## src/rtl/ps2_key_decoder_pkg.sv

```systemverilog
// ---------------------------------------------------------------------------
// ps2_key_decoder_pkg
//   Shared constants for the PS/2 keyboard front end:
//     - 4-bit key codes consumed by the player control blocks
//     - PS/2 set-2 scan codes of interest
//     - receiver frame FSM state encoding
//     - scan_to_key(): scan code -> key code (key_NONE when unmapped)
// ---------------------------------------------------------------------------
package ps2_key_decoder_pkg;

   localparam logic [3:0] key_NONE  = 4'h0;
   localparam logic [3:0] key_W     = 4'h1;
   localparam logic [3:0] key_A     = 4'h2;
   localparam logic [3:0] key_S     = 4'h3;
   localparam logic [3:0] key_D     = 4'h4;
   localparam logic [3:0] key_SPACE = 4'h5;

   localparam logic [7:0] SC_BREAK = 8'hF0;
   localparam logic [7:0] SC_EXT   = 8'hE0;
   localparam logic [7:0] SC_W     = 8'h1D;
   localparam logic [7:0] SC_A     = 8'h1C;
   localparam logic [7:0] SC_S     = 8'h1B;
   localparam logic [7:0] SC_D     = 8'h23;
   localparam logic [7:0] SC_SPACE = 8'h29;

   typedef enum logic [1:0] {
      RX_IDLE   = 2'd0,
      RX_DATA   = 2'd1,
      RX_PARITY = 2'd2,
      RX_STOP   = 2'd3
   } rx_state_e;

   function automatic logic [3:0] scan_to_key(input logic [7:0] sc);
      logic [3:0] k;
      case (sc)
         SC_W:     k = key_W;
         SC_A:     k = key_A;
         SC_S:     k = key_S;
         SC_D:     k = key_D;
         SC_SPACE: k = key_SPACE;
         default:  k = key_NONE;
      endcase
      return k;
   endfunction

endpackage

```

## src/rtl/ps2_key_decoder_rx.sv

```systemverilog
// ---------------------------------------------------------------------------
// ps2_rx
//   PS/2 byte receiver: 2-FF synchronisers on both pins, a stability filter
//   on ps2_clk, an 11-bit frame FSM (start, 8 data LSB first, odd parity,
//   stop) clocked by falling edges of the filtered clock, and a mid-frame
//   idle timeout.
// Ports
//   clk, rst        system clock, synchronous active-high reset
//   ps2_clk/data    raw asynchronous PS/2 pins
//   rx_byte         last correctly framed byte (registered)
//   rx_valid        1-cycle pulse, rx_byte updated
//   frame_err       1-cycle pulse, frame discarded
//   byte_stb        combinational strobe in the STOP sample cycle of a good
//                   frame; lets the key register update alongside rx_valid
//   byte_nxt        byte being accepted when byte_stb is high
// ---------------------------------------------------------------------------
module ps2_rx
   import ps2_key_decoder_pkg::*;
#(
   parameter int FILTER_LEN  = 8,
   parameter int TIMEOUT_CYC = 65000
) (
   input  logic       clk,
   input  logic       rst,
   input  logic       ps2_clk,
   input  logic       ps2_data,
   output logic [7:0] rx_byte,
   output logic       rx_valid,
   output logic       frame_err,
   output logic       byte_stb,
   output logic [7:0] byte_nxt
);

   localparam int FW   = $clog2(FILTER_LEN) + 1;
   localparam int TO_W = 17;

   logic            clk_s1_q, clk_s1_d, clk_s2_q, clk_s2_d;
   logic            dat_s1_q, dat_s1_d, dat_s2_q, dat_s2_d;
   logic            filt_q, filt_d;
   logic [FW-1:0]   flt_cnt_q, flt_cnt_d;
   logic            flt_settle, smp_evt;
   rx_state_e       state_q, state_d;
   logic [2:0]      bit_cnt_q, bit_cnt_d;
   logic [7:0]      sh_q, sh_d;
   logic            par_ok_q, par_ok_d;
   logic [TO_W-1:0] to_cnt_q, to_cnt_d;
   logic            to_hit;
   logic [7:0]      rx_byte_q, rx_byte_d;
   logic            rx_valid_q, rx_valid_d;
   logic            frame_err_q, frame_err_d;

   // Synchronisers and ps2_clk filter. The filtered level flips only when
   // the synchronised clock has disagreed with it for FILTER_LEN cycles in a
   // row; any agreeing sample restarts the count, so short glitches vanish.
   always_comb begin
      clk_s1_d   = ps2_clk;
      clk_s2_d   = clk_s1_q;
      dat_s1_d   = ps2_data;
      dat_s2_d   = dat_s1_q;
      filt_d     = filt_q;
      flt_cnt_d  = '0;
      flt_settle = (clk_s2_q != filt_q) && (flt_cnt_q == FW'(FILTER_LEN - 1));
      if (clk_s2_q != filt_q) begin
         if (flt_settle) filt_d = clk_s2_q;
         else            flt_cnt_d = flt_cnt_q + 1'b1;
      end
      // Falling edge of the filtered clock: one frame bit.
      smp_evt = flt_settle && filt_q;
   end

   // Timeout counts cycles since the last sample event while mid-frame.
   always_comb begin
      to_hit   = (state_q != RX_IDLE) && !smp_evt &&
                 (to_cnt_q == TO_W'(TIMEOUT_CYC - 1));
      to_cnt_d = (state_q == RX_IDLE || smp_evt || to_hit) ? '0 : to_cnt_q + 1'b1;
   end

   // Frame FSM: state register.
   always_ff @(posedge clk) begin
      if (rst) state_q <= RX_IDLE;
      else     state_q <= state_d;
   end

   // Frame FSM: next state.
   always_comb begin
      state_d = state_q;
      if (to_hit) begin
         state_d = RX_IDLE;
      end else if (smp_evt) begin
         case (state_q)
            RX_IDLE:   if (!dat_s2_q) state_d = RX_DATA;
            RX_DATA:   if (bit_cnt_q == 3'd7) state_d = RX_PARITY;
            RX_PARITY: state_d = RX_STOP;
            RX_STOP:   state_d = RX_IDLE;
            default:   state_d = RX_IDLE;
         endcase
      end
   end

   // Frame FSM: outputs.
   always_comb begin
      byte_stb    = smp_evt && (state_q == RX_STOP) && dat_s2_q && par_ok_q;
      byte_nxt    = sh_q;
      frame_err_d = to_hit ||
                    (smp_evt && (state_q == RX_IDLE) && dat_s2_q) ||
                    (smp_evt && (state_q == RX_STOP) && !(dat_s2_q && par_ok_q));
      rx_valid_d  = byte_stb;
      rx_byte_d   = byte_stb ? sh_q : rx_byte_q;
   end

   // Frame datapath: shift register, bit counter, parity result.
   always_comb begin
      bit_cnt_d = bit_cnt_q;
      sh_d      = sh_q;
      par_ok_d  = par_ok_q;
      if (smp_evt) begin
         case (state_q)
            RX_IDLE:   bit_cnt_d = '0;
            RX_DATA: begin
               sh_d      = {dat_s2_q, sh_q[7:1]};
               bit_cnt_d = bit_cnt_q + 1'b1;
            end
            RX_PARITY: par_ok_d = ^{sh_q, dat_s2_q};
            default:   ;
         endcase
      end
   end

   always_ff @(posedge clk) begin
      if (rst) begin
         clk_s1_q    <= 1'b1;
         clk_s2_q    <= 1'b1;
         dat_s1_q    <= 1'b1;
         dat_s2_q    <= 1'b1;
         filt_q      <= 1'b1;
         flt_cnt_q   <= '0;
         bit_cnt_q   <= '0;
         sh_q        <= '0;
         par_ok_q    <= 1'b0;
         to_cnt_q    <= '0;
         rx_byte_q   <= '0;
         rx_valid_q  <= 1'b0;
         frame_err_q <= 1'b0;
      end else begin
         clk_s1_q    <= clk_s1_d;
         clk_s2_q    <= clk_s2_d;
         dat_s1_q    <= dat_s1_d;
         dat_s2_q    <= dat_s2_d;
         filt_q      <= filt_d;
         flt_cnt_q   <= flt_cnt_d;
         bit_cnt_q   <= bit_cnt_d;
         sh_q        <= sh_d;
         par_ok_q    <= par_ok_d;
         to_cnt_q    <= to_cnt_d;
         rx_byte_q   <= rx_byte_d;
         rx_valid_q  <= rx_valid_d;
         frame_err_q <= frame_err_d;
      end
   end

   assign rx_byte   = rx_byte_q;
   assign rx_valid  = rx_valid_q;
   assign frame_err = frame_err_q;

endmodule

```

## src/rtl/ps2_key_decoder.sv

```systemverilog
// ---------------------------------------------------------------------------
// ps2_key_decoder
//   Keyboard front end. Turns PS/2 set-2 scan codes into the 4-bit key code
//   used by the game logic; holds the last pressed mapped key until its
//   break code arrives.
// Ports
//   clk, rst        system clock, synchronous active-high reset
//   ps2_clk/data    raw asynchronous PS/2 pins
//   key             current key code, key_NONE when no mapped key held
//   rx_byte         last correctly framed byte
//   rx_valid        1-cycle pulse, rx_byte updated
//   frame_err       1-cycle pulse, frame discarded
// ---------------------------------------------------------------------------
module ps2_key_decoder
   import ps2_key_decoder_pkg::*;
#(
   parameter int FILTER_LEN  = 8,
   parameter int TIMEOUT_CYC = 65000
) (
   input  logic       clk,
   input  logic       rst,
   input  logic       ps2_clk,
   input  logic       ps2_data,
   output logic [3:0] key,
   output logic [7:0] rx_byte,
   output logic       rx_valid,
   output logic       frame_err
);

   logic       byte_stb;
   logic [7:0] byte_nxt;
   logic [3:0] key_q, key_d;
   logic       brk_q, brk_d;
   logic       ext_q, ext_d;
   logic [3:0] mapped;

   ps2_rx #(
      .FILTER_LEN  (FILTER_LEN),
      .TIMEOUT_CYC (TIMEOUT_CYC)
   ) u_rx (
      .clk       (clk),
      .rst       (rst),
      .ps2_clk   (ps2_clk),
      .ps2_data  (ps2_data),
      .rx_byte   (rx_byte),
      .rx_valid  (rx_valid),
      .frame_err (frame_err),
      .byte_stb  (byte_stb),
      .byte_nxt  (byte_nxt)
   );

   // Decode on the receiver's pre-register strobe so key and rx_valid move
   // in the same cycle. Error frames never strobe, so a pending break
   // survives them and is consumed by the next good byte.
   always_comb begin
      key_d  = key_q;
      brk_d  = brk_q;
      ext_d  = ext_q;
      mapped = scan_to_key(byte_nxt);
      if (byte_stb) begin
         if (byte_nxt == SC_BREAK) begin
            brk_d = 1'b1;
         end else if (byte_nxt == SC_EXT) begin
            ext_d = 1'b1;
         end else if (ext_q) begin
            // Extended keys are not used; drop the code and any break prefix.
            ext_d = 1'b0;
            brk_d = 1'b0;
         end else if (brk_q) begin
            if (mapped == key_q) key_d = key_NONE;
            brk_d = 1'b0;
         end else if (mapped != key_NONE) begin
            key_d = mapped;
         end
      end
   end

   always_ff @(posedge clk) begin
      if (rst) begin
         key_q <= key_NONE;
         brk_q <= 1'b0;
         ext_q <= 1'b0;
      end else begin
         key_q <= key_d;
         brk_q <= brk_d;
         ext_q <= ext_d;
      end
   end

   assign key = key_q;

endmodule

```

## config.mk

```make
export PLATFORM = sky130hd
export DESIGN_NAME = ps2_key_decoder
export DESIGN_NICKNAME = d
export VERILOG_FILES = /design/src/rtl/ps2_key_decoder_pkg.sv /design/src/rtl/ps2_key_decoder_rx.sv /design/src/rtl/ps2_key_decoder.sv
export SDC_FILE = /design/constraint.sdc
export NUM_CORES = 1
export LEC_CHECK = 0
export BUFFER_PORTS_ARGS = -buffer_cell sky130_fd_sc_hd__buf_2
export CORE_UTILIZATION = 40
export DETAILED_ROUTE_END_ITERATION = 8
export PLACE_DENSITY = 0.64
export SKIP_LAST_GASP = 1
export SYNTH_ARGS = -nofsm -noshare
export SYNTH_HDL_FRONTEND = slang
export SYNTH_HIERARCHICAL = 1
export SYNTH_SLANG_ARGS = --single-unit
```

## constraint.sdc

```tcl
create_clock -name clk -period 2.81 [get_ports clk]
set_clock_uncertainty 0.2 [all_clocks]
set_input_delay 0.562 -clock clk [delete_from_list [all_inputs] [get_ports clk]]
set_output_delay 0.562 -clock clk [all_outputs]
set_load 0.02 [all_outputs]
```

==> results.txt, run 1 <==
Cts hold-fix bufs -> 0
Cell area after synthesis -> 2709 µm²
Fmax achieved -> 399.4 MHz
Wire per inst -> 12.87 µm
# setup viols final -> 0
Clock transition at path regs -> 0.10 ns
Initial core utilization -> 0.4194
Logic gate share of total power -> 0.015
Post-synthesis sequential area ratio -> 0.4065
CP Max Fanout -> 6
Post-CTS Setup Bufs -> 0
Fin util -> 0.4622
Mux share of post-synthesis cell area -> 0.06651
Vias in the first global route -> 1922
Period utilisation layout -> 0.8910
Relative slew slack -> 0.5990
Rows -> 29
Static Leak -> 1.008 nW
Total number of yosys warnings -> 6
Clk network pwr share -> 0.429
Die W -> 84.29 µm
Height of the die -> 84.29 µm
Avg Cell Area, Syn -> 9.373 µm²
GR Overflow Total -> 0
Max-Cap Viols -> 0
First-pass GRT wire length -> 8.866 mm
Antenna violations before repair -> 0
Hold Violations, Final -> 0
Total wire length -> 4.943 mm
Inst Count DP -> 376
CTS root buf -> clkbuf_8
CTS tree -> done
Buffers on Ports -> 16
Worst Max-Slew Pin Slew -> 0.6015 ns
Largest family of logic cells by synthesized area -> simple AND/OR/NAND/NOR gates
Initial DRC Count -> 85
Worst hold path cell count -> 1
Critical Path End Type -> register
Core area -> 6459 µm²
Worst Hold Class -> register to register
PostCTS Resize Cnt -> 0
Simple-gate share of the synthesized area -> 0.2582
I/O Pins -> 18
Post-Layout Cell Count -> 384
Final ANT Viol Nets -> 0
Sequential power share -> 0.556
Worst Path Required -> 2.82 ns
GRT Overall Usage -> 0.1514
Status -> completed
DR vias -> 2050
Design area -> 2985 µm²
Async SR Flop Fraction -> 0
Area delta synth->final -> 10.21%
Compound-cell area share of the yosys netlist -> 0.1021
Crit path time final -> 2.504 ns
Antenna cells -> 0
Synthesized-area fraction occupied by adder cells -> 0.04157
Fin. max-slew vios -> 0
Layout cell share with drive strength beyond 1 -> 0.1531
Placed cell areas -> 2853 µm²
Clock latency on the worst-skew pair -> 0.30 ns
Post-Synth XOR/XNOR Area -> 0.07945
VDD IR-drop max -> 0.3639 mV
Area of the die -> 7105 µm²
Switching pwr -> 0.2635 mW
Synth cell types -> 63
H-tree Lvls -> 2
Sink Count -> 55
Largest net degree at the start of global routing -> 23
Reg2Reg Depth -> 9
Tot Pwr -> 1.410 mW
Clk buf depth -> 2
Syn Inst Count -> 289
Startpoint Class -> register
Post-synthesis register bit count -> 55
Post-synth EDFFs -> 0
Ys flop type -> dfxtp_1
DR vias/cell -> 5.339
Dpl hpwl -> 3.595 mm
Final net count -> 319
Worst EP arrival -> 2.51 ns
GPL Wtd Cong -> 0.8612
CP Class -> register to register
Switching Share -> 0.1869
Cell-internal power -> 1.146 mW
CTS Buf Count -> 5
Power Dens Cells -> 472.2 nW/µm²
Setup TNS -> 0 ns
TritonRoute pass-1 iters -> 4
Mapped Nets -> 302
Residual DRC -> 0
RSZ-0062 raised after global routing -> false
==> registers in the layout, indices dropped and copies added, names as in the netlist, 2 cells and up <==
| name | flops |
|---|---|
| key | 3 |
| u_rx/bit_cnt_q | 3 |
| u_rx/byte_nxt | 8 |
| u_rx/flt_cnt_q | 4 |
| u_rx/rx_byte | 8 |
| u_rx/state_q | 2 |
| u_rx/to_cnt_q | 17 |
==> metal layers <==
| metal | up-vias | wire [µm] | global-route usage |
|---|---|---|---|
| met4 | 0 | 30 | 0.04232 |
| met1 | 970 | 2534 | 0.2083 |
| met5 | - | 0 | 0 |
| met3 | 2 | 143 | 0.03048 |
| li1 | 1052 | - | - |
| met2 | 26 | 2234 | 0.2414 |
==> layout make-up <==
cell class | count | area (µm²)
clock inverters | 2 | 60.06
repair buffers | 21 | 117.6
flip-flops and latches | 55 | 1101
fillers | 643 | 3473
clock buffers | 6 | 72.57
inverters | 12 | 45.04
well taps | 77 | 96.34
multi-input cells | 211 | 1493
==> cell families (layout without fill, tap and decap cells) <==
logic type,count (synthesis),count (layout)
and+or+nand+nor,125,125
buffers and inverters,23,41
other,1,1
xor gates and xnor gates,23,23
AOI/OAI and AO/OA,35,35
muxes,18,18
DFF,55,55
adders and majority gates,9,9
==> placed cells by master (no fill, tap or decap), types with 4 or more instances in the layout <==
| master | instances |
|---|---|
| nor3_1 | 7 |
| buf_2 | 16 |
| nand2b_1 | 4 |
| xnor2_1 | 17 |
| buf_4 | 5 |
| nand3_1 | 10 |
| nand4_1 | 6 |
| mux2i_1 | 18 |
| ha_1 | 9 |
| inv_1 | 12 |
| nor4_1 | 5 |
| dfxtp_1 | 55 |
| nor2_1 | 48 |
| clkbuf_8 | 5 |
| or2_2 | 4 |
| xor2_1 | 5 |
| nand2_1 | 14 |
| a21oi_1 | 4 |
==> synth_stat cells (3+ instances only) <==
library cell | n | area (µm²)
xnor2_1 | 17 | 148.9
xor2_1 | 5 | 43.79
clkbuf_1 | 3 | 11.26
o21ai_0 | 3 | 15.01
nor2_1 | 48 | 180.2
inv_1 | 12 | 45.04
mux2i_1 | 18 | 180.2
nand3_1 | 10 | 50.05
buf_2 | 3 | 15.01
dfxtp_1 | 55 | 1101
nor3_1 | 8 | 40.04
or2_2 | 4 | 25.02
ha_1 | 9 | 112.6
nand3b_1 | 3 | 22.52
nand2_1 | 14 | 52.55
nand2b_1 | 4 | 25.02
nand4_1 | 6 | 37.54
a21oi_1 | 4 | 20.02
buf_6 | 3 | 33.78
or3_1 | 3 | 18.77
nor4_1 | 5 | 31.28
==> power groups by stage <==
stage          sequential (mW)  combinational (mW)  clock [mW]
6_report                 0.784              0.0214       0.605
5_1_grt                  0.784              0.0238       0.646
4_1_cts                  0.784              0.0218       0.627
3_5_place_dp             0.802              0.0217           0
3_3_place_gp             0.802              0.0216           0
2_1_floorplan            0.801              0.0162           0
==> through the flow <==
| stage | setup slack (ns) | hold WS (ns) |
|---|---|---|
| 2_1_floorplan | 0.3035 | 0.1895 |
| 3_3_place_gp | 0.3921 | 0.2005 |
| 3_5_place_dp | 0.2876 | 0.2044 |
| 4_1_cts | 0.2945 | 0.2227 |
| 5_1_grt | 0.1074 | 0.2191 |
| 6_report | 0.3063 | 0.2222 |
==> worst max-delay path, stage by stage (launching register included) <==
cell	delay (ns)
dfxtp_1	0.36
ha_1	0.20
nand3b_1	0.21
nor3_2	0.26
inv_1	0.06
a41oi_1	0.30
o211ai_1	0.16
a211oi_2	0.27
nand3_1	0.13
a32o_1	0.27
==> final timing paths <==
check             endpoint              start  slack (ns)
max reg2reg         key[2]  u_rx/flt_cnt_q[0]        0.31
min          u_rx/dat_s2_q      u_rx/dat_s1_q        0.22
max                 key[2]  u_rx/flt_cnt_q[0]        0.31
min reg2reg  u_rx/dat_s2_q      u_rx/dat_s1_q        0.22
(Power assumes the default switching activity.)
==> inputs of run 2 (changes only) <==
CORE_UTILIZATION = 60   (was 40)
PLACE_DENSITY = 0.86   (was 0.64)
clock period = 2.49 ns   (was 2.81 ns; I/O delays follow)
==> run 2 against run 1 <==
Against the previous run:
- first-iteration DRC count increased by 75%
- fmax increased by 7.7%
- cell area decreased by 0.29%
- power increased by 13%
- die area decreased by 33%
- sequential share of layout area increased by 0.11 points
- sequential cell count unchanged
- setup slack got worse by 0.14 ns
- wire length increased by 5.8%
- critical path depth decreased by 5
- via count increased by 2.4%
- combinational power increased by 23%
- largest cell class unchanged
- highest routed layer unchanged
==> results.txt, run 2 (synthesis results as in run 1) <==
Status -> completed
CP Class -> register to register
GPL Wtd Cong -> 0.8426
Layout cell share with drive strength beyond 1 -> 0.1618
CTS Buf Count -> 5
Relative slew slack -> 0.6244
Total wire length -> 5.230 mm
Static Leak -> 1.017 nW
Reg with most FFs -> u_rx/to_cnt_q
Power Dens Cells -> 534.5 nW/µm²
CTS tree -> done
First-pass GRT wire length -> 8.907 mm
Fmax achieved -> 430.1 MHz
Startpoint Class -> register
Worst Path Required -> 2.46 ns
Die W -> 69.19 µm
Placed cell areas -> 2836 µm²
# setup viols final -> 0
Height of the die -> 69.19 µm
Area delta synth->final -> 9.884%
Worst EP arrival -> 2.30 ns
Sink Count -> 55
Final net count -> 321
Most frequent cells in the layout -> dfxtp_1, nor2_1, mux2i_1
Final ANT Viol Nets -> 0
Rows -> 24
Worst Max-Slew Pin Slew -> 0.5634 ns
Period utilisation layout -> 0.9339
Design area -> 2977 µm²
I/O Pins -> 18
Setup TNS -> 0 ns
Critical Path End Type -> register
Initial core utilization -> 0.6221
Antenna cells -> 0
Fin. max-slew vios -> 0
FILL cells -> 328
Commonest non-fill, non-tap cell in the layout -> dfxtp_1
DR vias -> 2100
Wire per inst -> 14.49 µm
Tot Pwr -> 1.591 mW
Largest register FFs -> 17
CTS root buf -> clkbuf_8
VDD IR-drop max -> 0.3740 mV
DR vias/cell -> 5.817
GR Overflow Total -> 0
RSZ-0062 raised after global routing -> false
Max-Cap Viols -> 0
Residual DRC -> 0
Hold Violations, Final -> 0
Area of the die -> 4787 µm²
Vias in the first global route -> 1951
Post-Layout Cell Count -> 361
Worst Hold Class -> input port to register
Clock transition at path regs -> 0.09 ns
Dpl hpwl -> 3.472 mm
Antenna violations before repair -> 0
Largest net degree at the start of global routing -> 20
Core area -> 4354 µm²
Clock latency on the worst-skew pair -> 0.30 ns
CP Max Fanout -> 17
TritonRoute pass-1 iters -> 4
Inst Count DP -> 353
Crit path time final -> 2.325 ns
H-tree Lvls -> 2
GRT Overall Usage -> 0.2270
Clk buf depth -> 2
Initial DRC Count -> 149
Buffers on Ports -> 16
run 2: metrics by stage:
| step | setup slack (ns) | hold slack, ns | util |
|---|---|---|---|
| 4_1_cts | 0.08326 | 0.1669 | 0.6819 |
| 3_3_place_gp | 0.1775 | 0.1928 | 0.6514 |
| 2_1_floorplan | 0.03623 | 0.1895 | - |
| 3_5_place_dp | 0.1119 | 0.2035 | 0.6514 |
| 5_1_grt | 0.009610 | 0.1711 | 0.6836 |
| 6_report | 0.1647 | 0.1741 | 0.6836 |
run 2: final cells by class:
class / count / area, µm² / area share
multi-input cells: 211 / 1500 / 0.5040
flip-flops and latches: 55 / 1101 / 0.3699
repair buffers: 23 / 132.6 / 0.04456
clock buffers: 6 / 72.57 / 0.02438
well taps: 52 / 65.06 / 0.02186
clock inverters: 2 / 60.06 / 0.02018
inverters: 12 / 45.04 / 0.01513
run 2: timing repair:
action | CTS | global route
hold buffers | 0 | 0
setup buffers | 0 | 0
gates resized for setup | 0 | 1
setup endpoints to repair | 0 | 2
run 2: path summary, 6_finish.rpt:
check,from,end,slack (ns),cells past startpoint
hold reg to reg,u_rx/clk_s1_q,u_rx/clk_s2_q,0.22,1
hold / removal,ps2_clk,u_rx/clk_s1_q,0.17,2
setup reg to reg,u_rx/to_cnt_q[4],u_rx/to_cnt_q[12],0.16,4
setup / recovery,u_rx/to_cnt_q[4],u_rx/to_cnt_q[12],0.16,4
run 2: per-layer routing:
layer,part of all wire,track usage,vias up
li1,-,-,1056
met1,0.48,0.3026,977
met2,0.46,0.3625,59
met3,0.049,0.04942,8
met4,0.016,0.08163,0
met5,0,0,-
run 2: where the power goes:
part           switching (mW)  internal [mW]  total [mW]
logic                  0.0161         0.0102      0.0263
registers             0.00179          0.882       0.884
clock network           0.279          0.402       0.681
run 2: worst max-delay path: stages (launching register included):
cell and delay [ns]:
dfxtp_1 0.37, or4_1 0.55, nor4_1 0.42, or4_1 0.54
nor2_1 0.11
==> inputs of run 3 (changes only) <==
CELL_PAD_IN_SITES_DETAIL_PLACEMENT = 1   (was default)
CELL_PAD_IN_SITES_GLOBAL_PLACEMENT = 2   (was default)
CORE_UTILIZATION = 38   (was 60)
==> run 3 against run 2 <==
Against the previous run:
- via count increased by 1.1%
- critical path type unchanged
- count of clock-buffer cells in the layout unchanged
- first-iteration DRC count decreased by 47%
- largest cell class unchanged
- critical path depth increased by 5
==> results.txt, run 3 (synthesis results as in run 1) <==
Placed cell areas -> 2929 µm²
Final net count -> 326
Fmax achieved -> 438.3 MHz
Sink Count -> 55
CTS tree -> done
Most frequent cells in the layout -> dfxtp_1, nor2_1, mux2i_1
VDD IR-drop max -> 0.2124 mV
Final ANT Viol Nets -> 0
Worst setup path end -> key[2]
Residual DRC -> 0
Crit path time final -> 2.282 ns
Wire per inst -> 14.47 µm
CP Max Fanout -> 3
FILL cells -> 845
Switching Share -> 0.2009
Design area -> 3040 µm²
Logic gate share of total power -> 0.019
Largest net degree at the start of global routing -> 22
Max-Cap Viols -> 0
GR Overflow Total -> 0
Worst EP arrival -> 2.29 ns
Status -> completed
RR Startpoint -> u_rx/flt_cnt_q[0]
Height of the die -> 86.43 µm
Clock latency on the worst-skew pair -> 0.31 ns
Total wire length -> 5.919 mm
Antenna cells -> 0
Antenna violations before repair -> 0
Clock transition at path regs -> 0.09 ns
Dpl hpwl -> 4.284 mm
Post-CTS Setup Bufs -> 0
DR vias/cell -> 5.191
Sequential power share -> 0.594
First-pass GRT wire length -> 10.03 mm
I/O Pins -> 18
Die W -> 86.43 µm
Area delta synth->final -> 12.24%
Area of the die -> 7470 µm²
CP Class -> register to register
CTS root buf -> clkbuf_8
Power Dens Cells -> 489.3 nW/µm²
Hold Violations, Final -> 0
Worst Path Required -> 2.50 ns
Static Leak -> 1.030 nW
Rows -> 30
Cell-internal power -> 1.189 mW
CP Launch Point -> u_rx/flt_cnt_q[0]
Reg with most FFs -> u_rx/to_cnt_q
Inst Count DP -> 402
GRT Overall Usage -> 0.1722
Cts hold-fix bufs -> 0
Initial core utilization -> 0.3965
# setup viols final -> 0
Reg-to-Reg End -> key[2]
DR vias -> 2123
Worst Hold Class -> input port to register
Largest register FFs -> 17
Fin. max-slew vios -> 0
TritonRoute pass-1 iters -> 4
Multi-input gate area -> 1500 µm²
Reg2Reg Depth -> 9
Sequential cell area -> 1102 µm²
Post-Layout Cell Count -> 409
Hold slack -> 0.1700 ns
CTS Buf Count -> 5
Layout cell share with drive strength beyond 1 -> 0.1757
Clk buf depth -> 2
PostCTS Resize Cnt -> 0
Startpoint Class -> register
GPL Wtd Cong -> 0.8106
Period utilisation layout -> 0.9164
H-tree Lvls -> 2
Critical Path End Type -> register
Core area -> 6832 µm²
Switching pwr -> 0.2988 mW
Clk network pwr share -> 0.386
FF-to-FF setup slack -> 0.21 ns
Buffers on Ports -> 16
Commonest non-fill, non-tap cell in the layout -> dfxtp_1
Initial DRC Count -> 79
Vias in the first global route -> 2125
==> run 3: worst min path at each step <==
stage | from | end | slack [ns] | depth (start not counted)
floorplan | u_rx/clk_s1_q | u_rx/clk_s2_q | 0.19 | 1
global placement | u_rx/dat_s1_q | u_rx/dat_s2_q | 0.20 | 1
detailed placement | u_rx/clk_s1_q | u_rx/clk_s2_q | 0.20 | 1
CTS | ps2_data | u_rx/dat_s1_q | 0.16 | 2
global route | ps2_clk | u_rx/clk_s1_q | 0.16 | 2
finish | ps2_clk | u_rx/clk_s1_q | 0.17 | 2
==> run 3: stage by stage <==
step	total power, mW	TNS [ns]	setup WS, ns	utilization
2_1_floorplan	0.9227	0	0.03623	-
3_3_place_gp	0.9332	0	0.1920	0.4288
3_5_place_dp	0.9336	0	0.08278	0.4288
4_1_cts	1.513	0	0.04025	0.4438
5_1_grt	1.547	-0.007485	-0.007485	0.4451
6_report	1.488	0	0.2082	0.4451
==> run 3: worst max-delay path, cell delays in order (launching register included) <==
cell	delay (ns)
dfxtp_1	0.36
ha_1	0.22
nand3b_1	0.12
nor3_2	0.23
inv_1	0.07
a41oi_2	0.22
o211ai_1	0.14
a211oi_2	0.21
nand3_1	0.14
a32o_1	0.27
==> run 3: layout make-up <==
class                           instances  area share
Timing Repair Buffer                   28     0.05597
Clock inverter                          1    0.009877
Tap cell                               96     0.03951
Inverter                               12     0.01481
Sequential cell                        55      0.3626
Multi-Input combinational cell        211      0.4934
Clock buffer                            6     0.02387
==> run 3: power by group through the flow <==
stage	registers (mW)	clock network, mW	logic, mW
3_3_place_gp	0.905	0	0.0287
6_report	0.884	0.575	0.0289
2_1_floorplan	0.905	0	0.0182
5_1_grt	0.885	0.631	0.0314
3_5_place_dp	0.905	0	0.0290
4_1_cts	0.884	0.600	0.0292
==> run 3: layer usage <==
layer  global-route usage  up-vias  routed length, µm
met3              0.03238        7                138
met5                    0        -                  0
li1                     -     1061                  -
met2               0.2828       24               2795
met4              0.05455        0                 74
met1               0.2292     1031               2910
